$ cat config.mk
export PLATFORM = sky130hd
export DESIGN_NAME = nonce_scan_scheduler
export DESIGN_NICKNAME = d
export VERILOG_FILES = /design/src/rtl/nonce_scan_pkg.sv /design/src/rtl/nonce_result_fifo.sv /design/src/rtl/nonce_scan_scheduler.sv
export SDC_FILE = /design/constraint.sdc
export NUM_CORES = 2
export LEC_CHECK = 0
export ABC_AREA = 1
export BUFFER_PORTS_ARGS = -buffer_cell sky130_fd_sc_hd__buf_2
export CAP_MARGIN = 40
export CORE_AREA = 3 3 521 523
export CTS_CLUSTER_SIZE = 25
export DETAILED_ROUTE_END_ITERATION = 7
export DIE_AREA = 0 0 524 526
export SYNTH_ARGS = -nofsm -noshare
export SYNTH_HDL_FRONTEND = slang
export SYNTH_SLANG_ARGS = --single-unit
$ cat constraint.sdc
create_clock -name clk -period 5 [get_ports clk]
set_input_delay 1 -clock clk [delete_from_list [all_inputs] [get_ports clk]]
set_output_delay 1 -clock clk [all_outputs]
set_load 0.005 [all_outputs]
$ cat src/rtl/nonce_scan_pkg.sv
// rtl/nonce_scan_pkg.sv - shared widths and FSM state type for the nonce scan scheduler
package nonce_scan_pkg;

   localparam int NONCE_W   = 32;
   localparam int WORK_W    = 640;
   localparam int HEADER_W  = 608;
   localparam int NONCE_LSB = 608;

   typedef enum logic [1:0] {
      IDLE  = 2'd0,
      SCAN  = 2'd1,
      DRAIN = 2'd2,
      DONE  = 2'd3
   } scan_state_t;

endpackage

$ cat src/rtl/nonce_result_fifo.sv
// rtl/nonce_result_fifo.sv - first-word-fall-through result FIFO, push allowed while full if popping
module nonce_result_fifo #(
   parameter int WIDTH = 32,
   parameter int DEPTH = 8
) (
   input  logic             clk,
   input  logic             rst_n,
   input  logic             push,
   input  logic [WIDTH-1:0] push_data,
   input  logic             pop,
   output logic [WIDTH-1:0] head_data,
   output logic             full,
   output logic             empty
);

   localparam int AW = $clog2(DEPTH);

   logic [AW:0]      wr_ptr;
   logic [AW:0]      rd_ptr;
   logic [WIDTH-1:0] mem [DEPTH];
   logic             wr_en;
   logic             rd_en;

   assign empty     = (wr_ptr == rd_ptr);
   assign full      = (wr_ptr[AW] != rd_ptr[AW]) && (wr_ptr[AW-1:0] == rd_ptr[AW-1:0]);
   assign rd_en     = pop && !empty;
   assign wr_en     = push && (!full || pop);
   assign head_data = empty ? '0 : mem[rd_ptr[AW-1:0]];

   // Pointer update; the extra MSB distinguishes full from empty
   always_ff @(posedge clk or negedge rst_n) begin
      if (!rst_n) begin
         wr_ptr <= '0;
         rd_ptr <= '0;
      end else begin
         if (wr_en) wr_ptr <= wr_ptr + 1'b1;
         if (rd_en) rd_ptr <= rd_ptr + 1'b1;
      end
   end

   // Storage write; contents are don't-care while empty, so no reset
   always_ff @(posedge clk) begin
      if (wr_en) mem[wr_ptr[AW-1:0]] <= push_data;
   end

endmodule

$ cat src/rtl/nonce_scan_scheduler.sv
// rtl/nonce_scan_scheduler.sv - sweeps nonce space over parallel lanes and queues hits; NONCE_SCAN_STATS_EN adds hash_cnt
module nonce_scan_scheduler
   import nonce_scan_pkg::*;
#(
   parameter int NUM_LANES    = 4,
   parameter int PIPE_LATENCY = 64,
   parameter int FIFO_DEPTH   = 8
) (
   input  logic                 clk,
   input  logic                 rst_n,
   input  logic                 new_work,
   input  logic [WORK_W-1:0]    work_data,
   input  logic                 issue_ready,
   output logic                 issue_valid,
   output logic [HEADER_W-1:0]  issue_header,
   output logic [NONCE_W-1:0]   issue_base,
   input  logic [NUM_LANES-1:0] lane_hit,
   output logic                 result_valid,
   input  logic                 result_ready,
   output logic [NONCE_W-1:0]   result_data,
   output logic                 busy,
   output logic                 scan_done,
`ifdef NONCE_SCAN_STATS_EN
   output logic [47:0]          hash_cnt,
`endif
   output logic [15:0]          drop_cnt
);

   localparam int                 CNT_W     = $clog2(PIPE_LATENCY + 1);
   localparam logic [NONCE_W-1:0] LANE_MASK = ~NONCE_W'(NUM_LANES - 1);
   localparam logic [NONCE_W-1:0] LAST_BASE = ~NONCE_W'(NUM_LANES - 1);
   localparam logic [NONCE_W-1:0] LANE_STEP = NONCE_W'(NUM_LANES);

   scan_state_t          state;
   scan_state_t          state_nxt;
   logic [HEADER_W-1:0]  header_q;
   logic [NONCE_W-1:0]   base_q;
   logic [CNT_W-1:0]     drain_cnt;
   logic                 fire;
   logic                 last_group;

   logic [PIPE_LATENCY-1:0] dl_valid;
   logic [NONCE_W-1:0]      dl_base [PIPE_LATENCY];
   logic                    tail_valid;
   logic [NONCE_W-1:0]      tail_base;

   logic [NONCE_W-1:0]   hit_idx;
   logic [4:0]           hit_cnt;
   logic                 hit_take;
   logic                 fifo_push;
   logic                 fifo_pop;
   logic                 fifo_full;
   logic                 fifo_empty;
   logic                 full_drop;
   logic [5:0]           drop_add;
   logic [16:0]          drop_sum;

   assign fire         = issue_valid && issue_ready;
   assign last_group   = (base_q == LAST_BASE);
   assign issue_header = header_q;
   assign issue_base   = base_q;
   assign tail_valid   = dl_valid[PIPE_LATENCY-1];
   assign tail_base    = dl_base[PIPE_LATENCY-1];

   // FSM state register
   always_ff @(posedge clk or negedge rst_n) begin
      if (!rst_n) state <= IDLE;
      else        state <= state_nxt;
   end

   // FSM next state and state-decoded outputs; new work restarts the sweep from any state
   always_comb begin
      state_nxt   = state;
      issue_valid = 1'b0;
      busy        = 1'b1;
      scan_done   = 1'b0;
      case (state)
         IDLE:    busy = 1'b0;
         SCAN: begin
            issue_valid = 1'b1;
            if (issue_ready && last_group) state_nxt = DRAIN;
         end
         DRAIN:   if (drain_cnt == CNT_W'(PIPE_LATENCY - 1)) state_nxt = DONE;
         DONE: begin
            scan_done = 1'b1;
            state_nxt = IDLE;
         end
         default: state_nxt = IDLE;
      endcase
      if (new_work) state_nxt = SCAN;
   end

   // Active work registers: latched header, lane-0 nonce, drain cycle counter
   always_ff @(posedge clk or negedge rst_n) begin
      if (!rst_n) begin
         header_q  <= '0;
         base_q    <= '0;
         drain_cnt <= '0;
      end else if (new_work) begin
         header_q  <= work_data[HEADER_W-1:0];
         base_q    <= work_data[WORK_W-1:NONCE_LSB] & LANE_MASK;
         drain_cnt <= '0;
      end else begin
         if (fire && !last_group) base_q <= base_q + LANE_STEP;
         if (state == DRAIN) drain_cnt <= drain_cnt + CNT_W'(1);
         else                drain_cnt <= '0;
      end
   end

   // Delay line tracking which base each returning lane_hit belongs to; new work flushes it
   always_ff @(posedge clk or negedge rst_n) begin
      if (!rst_n) begin
         dl_valid <= '0;
         for (int i = 0; i < PIPE_LATENCY; i++) dl_base[i] <= '0;
      end else begin
         for (int i = PIPE_LATENCY - 1; i > 0; i--) begin
            dl_valid[i] <= dl_valid[i-1];
            dl_base[i]  <= dl_base[i-1];
         end
         dl_valid[0] <= fire && !new_work;
         dl_base[0]  <= base_q;
         if (new_work) dl_valid <= '0;
      end
   end

   // Lowest set lane wins; remaining set lanes and FIFO overflow count as drops
   always_comb begin
      hit_idx = '0;
      hit_cnt = '0;
      for (int i = NUM_LANES - 1; i >= 0; i--) begin
         if (lane_hit[i]) hit_idx = NONCE_W'(i);
      end
      for (int i = 0; i < NUM_LANES; i++) begin
         hit_cnt = hit_cnt + 5'(lane_hit[i]);
      end
      hit_take  = tail_valid && !new_work && (|lane_hit);
      fifo_push = hit_take;
      fifo_pop  = result_valid && result_ready;
      full_drop = fifo_push && fifo_full && !fifo_pop;
      drop_add  = (hit_take ? (6'(hit_cnt) - 6'd1) : 6'd0) + 6'(full_drop);
      drop_sum  = 17'(drop_cnt) + 17'(drop_add);
   end

   // Saturating lost-hit counter
   always_ff @(posedge clk or negedge rst_n) begin
      if (!rst_n)           drop_cnt <= '0;
      else if (drop_sum[16]) drop_cnt <= 16'hFFFF;
      else                  drop_cnt <= drop_sum[15:0];
   end

`ifdef NONCE_SCAN_STATS_EN
   // Total nonces handed to the lanes for the current work unit
   always_ff @(posedge clk or negedge rst_n) begin
      if (!rst_n)        hash_cnt <= '0;
      else if (new_work) hash_cnt <= '0;
      else if (fire)     hash_cnt <= hash_cnt + 48'(NUM_LANES);
   end
`endif

   assign result_valid = !fifo_empty;

   nonce_result_fifo #(
      .WIDTH (NONCE_W),
      .DEPTH (FIFO_DEPTH)
   ) u_result_fifo (
      .clk       (clk),
      .rst_n     (rst_n),
      .push      (fifo_push),
      .push_data (tail_base + hit_idx),
      .pop       (fifo_pop),
      .head_data (result_data),
      .full      (fifo_full),
      .empty     (fifo_empty)
   );

endmodule
==> results.md <==
* Fin nets at about 8400
* Largest net degree at the start of global routing at between 150 and 200
* Clock Path Buffers at 4
* R2R Path End: drop_cnt[8]
* Sink Count at between 2000 and 3000
* Worst EP arrival at 3640 ps
* Distinct cells, synth at 40
* First-pass GRT wire length at about 560 mm
* Clock skew at 51.92 ps
* Root Buffer: clkbuf_16
* Die width at 524 um
* Post-route antenna net violation count at 0
* H-tree Lvls at 5
* Worst-path clk slew at 60 ps
* Yosys warns at 0
* # IOs at 1341
* Top-count cell post-synth: dfrtp_1
* Fillcell total at 24460
* DP HPWL at between 300 and 400 mm
* Die area at roughly 0.28 mm^2
* Worst IR Drop VDD at 0.0002557 V
* Input/output buffers at about 1300
* Unrepaired setup endpoints after global routing: false
* Vias in the first global route at between 50000 and 60000
* Final period util at 0.9289
* Crit path launch type: register
* Layout cells sized above 1 at 0.2525
* CP most frequent cell: nor2_1
* Critical Path RT at approximately 4000 ps
* Cell Area, Synth at 0.08779 mm^2
* Status: complete, no violations
* Post-synth ARST share at 0.9121
* Mapped Cells at roughly 6200
* Vias per cell at between 4 and 5
* Critical path class: register to output pin
* Layout area overhead at 24.96%
* Via count at roughly 54000
* GP Congestion at roughly 1.3
* Mapped Avg Cell Area at 14.21 um^2
* Share of the synthesized area in the top cell type at 0.7568
* Synth Flop Type: dfrtp_1
* Final setup fails at 0
* Reg2reg setup slack at 1320 ps
* Min cycle time layout at 4645 ps
* Initial DRT Pass Iterations at 7
* Hold-fix buffers, CTS at 0
* Initial antenna violation count at ~220
* Routed wire length at 431.1 mm
* Synth top area cells: dfrtp_1 (76%), nand2_1 (8.8%), edfxtp_1 (8.8%)
* Slew margin rel. at 0.3003
* PwrDens at approximately 540 mW/mm^2
* MaxCap Viol Count at 0
* Num CTS Buffers at ~300
* Crit-path cells: inv_2 > buf_4 > buf_6 > o21ai_0 > o22ai_1 > nor2_1 > nor2_1 > buf_2
* Post-synth EDFFs at about 260
* Max Slew Vio Count at 0
* Area leader, netlist: dfrtp_1
* CTS tree: done
* Worst-Skew Late Latency at about 900 ps
* Overflow after GRT at 0
* Die Height at around 530 um
* Worst Path Max Fanout at 72
* Final hold vios at 0
* R2R Path Start: u_result_fifo.rd_ptr[1]
* FF+latch count, synth at 2911
* CP endpoint kind: output pin
* P_leak at roughly 55 nW
* Worst r2r path cells at 19
* Slowest-stage cell, CP: buf_4
* Seq/Total Area, Yosys at 0.8444
* Hold Path Class: input pin to asynchronous set/reset pin
* Initial Util at 0.3283
* Max stage delay on crit path at between 500 and 600 ps
* Sum Neg Setup Slack at 0 ps
* Commonest cells in the synthesized netlist: dfrtp_1 (2655), nand2_1 (2057), nor2_1 (347)
* Core footprint at 0.2674 mm^2
* Rows at between 150 and 200
* FMAX at between 200 and 250 MHz
* Remaining DRCs at 0
* Wirelength per Cell at 37.19 um
* Fin Hold WS at 196.5 ps
* DR iter-0 viols at around 5200
* All-Layer GR Usage at 0.3127
* Worst slew pin tran at about 1000 ps
-- cells in the final DEF, fill, tap and decap left out, types with 64 or more instances in the layout --
cell type     n
clkbuf_16   308
diode_2      98
nand2_1    2057
o22ai_1      64
buf_4        73
nor2_1      342
o21ai_0     166
inv_1       142
clkbuf_8     70
edfxtp_1    256
nand3_1      88
dfrtp_1    2654
buf_2      1334
-- power by group --
group / leakage, nW / internal, mW / switching (mW)
Clock: 5.07 / 13.4 / 9.75
Combinational: 13.9 / 1.68 / 4.65
Sequential: 35.6 / 27.8 / 1.75
Total: 54.6 / 42.8 / 16.2
-- final cells by class --
class | count | area (um^2) | area share
flip-flops and latches | 2911 | 74130 | 0.6757
multi-input cells | 2900 | 12140 | 0.1107
clock buffers | 434 | 8885 | 0.08099
repair buffers | 1442 | 7920 | 0.07220
well taps | 3552 | 4444 | 0.04051
clock inverters | 113 | 1389 | 0.01266
inverters | 144 | 548.0 | 0.004996
diodes | 98 | 245.2 | 0.002236
-- critical path: cells and delay by family (launching register included) --
| family | cells | cell delay (ps) |
|---|---|---|
| buffers and inverters | 4 | 1310 |
| AND/OR/NAND/NOR | 2 | 460 |
| flip-flops | 1 | 550 |
| AO/OA/AOI/OAI | 2 | 380 |
-- stage by stage --
step / total power, mW / util / std cells / area [um^2] / worst slack, ps
6_report: 58.96 / 0.4102 / 11590 / 109700 / 355.4
3_3_place_gp: 35.81 / 0.3704 / 10950 / 99070 / 199.7
5_1_grt: 61.48 / 0.4094 / 11510 / 109500 / 144.8
2_1_floorplan: 31.34 / - / 6182 / 87800 / 702.6
3_5_place_dp: 36.05 / 0.3708 / 10950 / 99180 / 396.0
4_1_cts: 59.79 / 0.4092 / 11500 / 109400 / 80.36
-- worst max path at each step --
stage,from,end,slack (ps),cells after the start
floorplan,new_work,u_result_fifo.mem[3][0],700,6
global placement,lane_hit[0],drop_cnt[2],200,18
detailed placement,lane_hit[0],drop_cnt[8],400,18
CTS,u_result_fifo.rd_ptr[0],result_data[27],80,8
global route,u_result_fifo.rd_ptr[0],result_data[6],140,7
finish,u_result_fifo.rd_ptr[0],result_data[27],360,8
-- cells by family after synthesis --
family	after synthesis	share of synthesized area
and+or+nand+nor	2570	0.1141
buffers and inverters	371	0.01776
other	1	0.00004272
xor gates and xnor gates	26	0.002594
adders and majority gates	23	0.003449
DFF	2911	0.8444
AOI/OAI and AO/OA	278	0.01766
-- per-layer routing --
layer	track usage	part of all wire
met3	0.1637	0.13
met1	0.3346	0.34
met2	0.4737	0.45
met4	0.2205	0.088
met5	0	0.00053
-- state kept, by name, indices dropped and copies added, names as in the netlist --
name / cells
tail_base: 30
state: 2
drop_cnt: 16
u_result_fifo.mem: 256
issue_base: 30
u_result_fifo.rd_ptr: 4
dl_valid: 64
dl_base: 1890
drain_cnt: 7
issue_header: 608
u_result_fifo.wr_ptr: 4
-- timing repair --
action                                  in CTS  in global routing
buffers inserted                             0                  0
endpoints found under the setup margin       0                  1
gates resized for setup                      0                  1
Power figures use the tool's default switching activity.
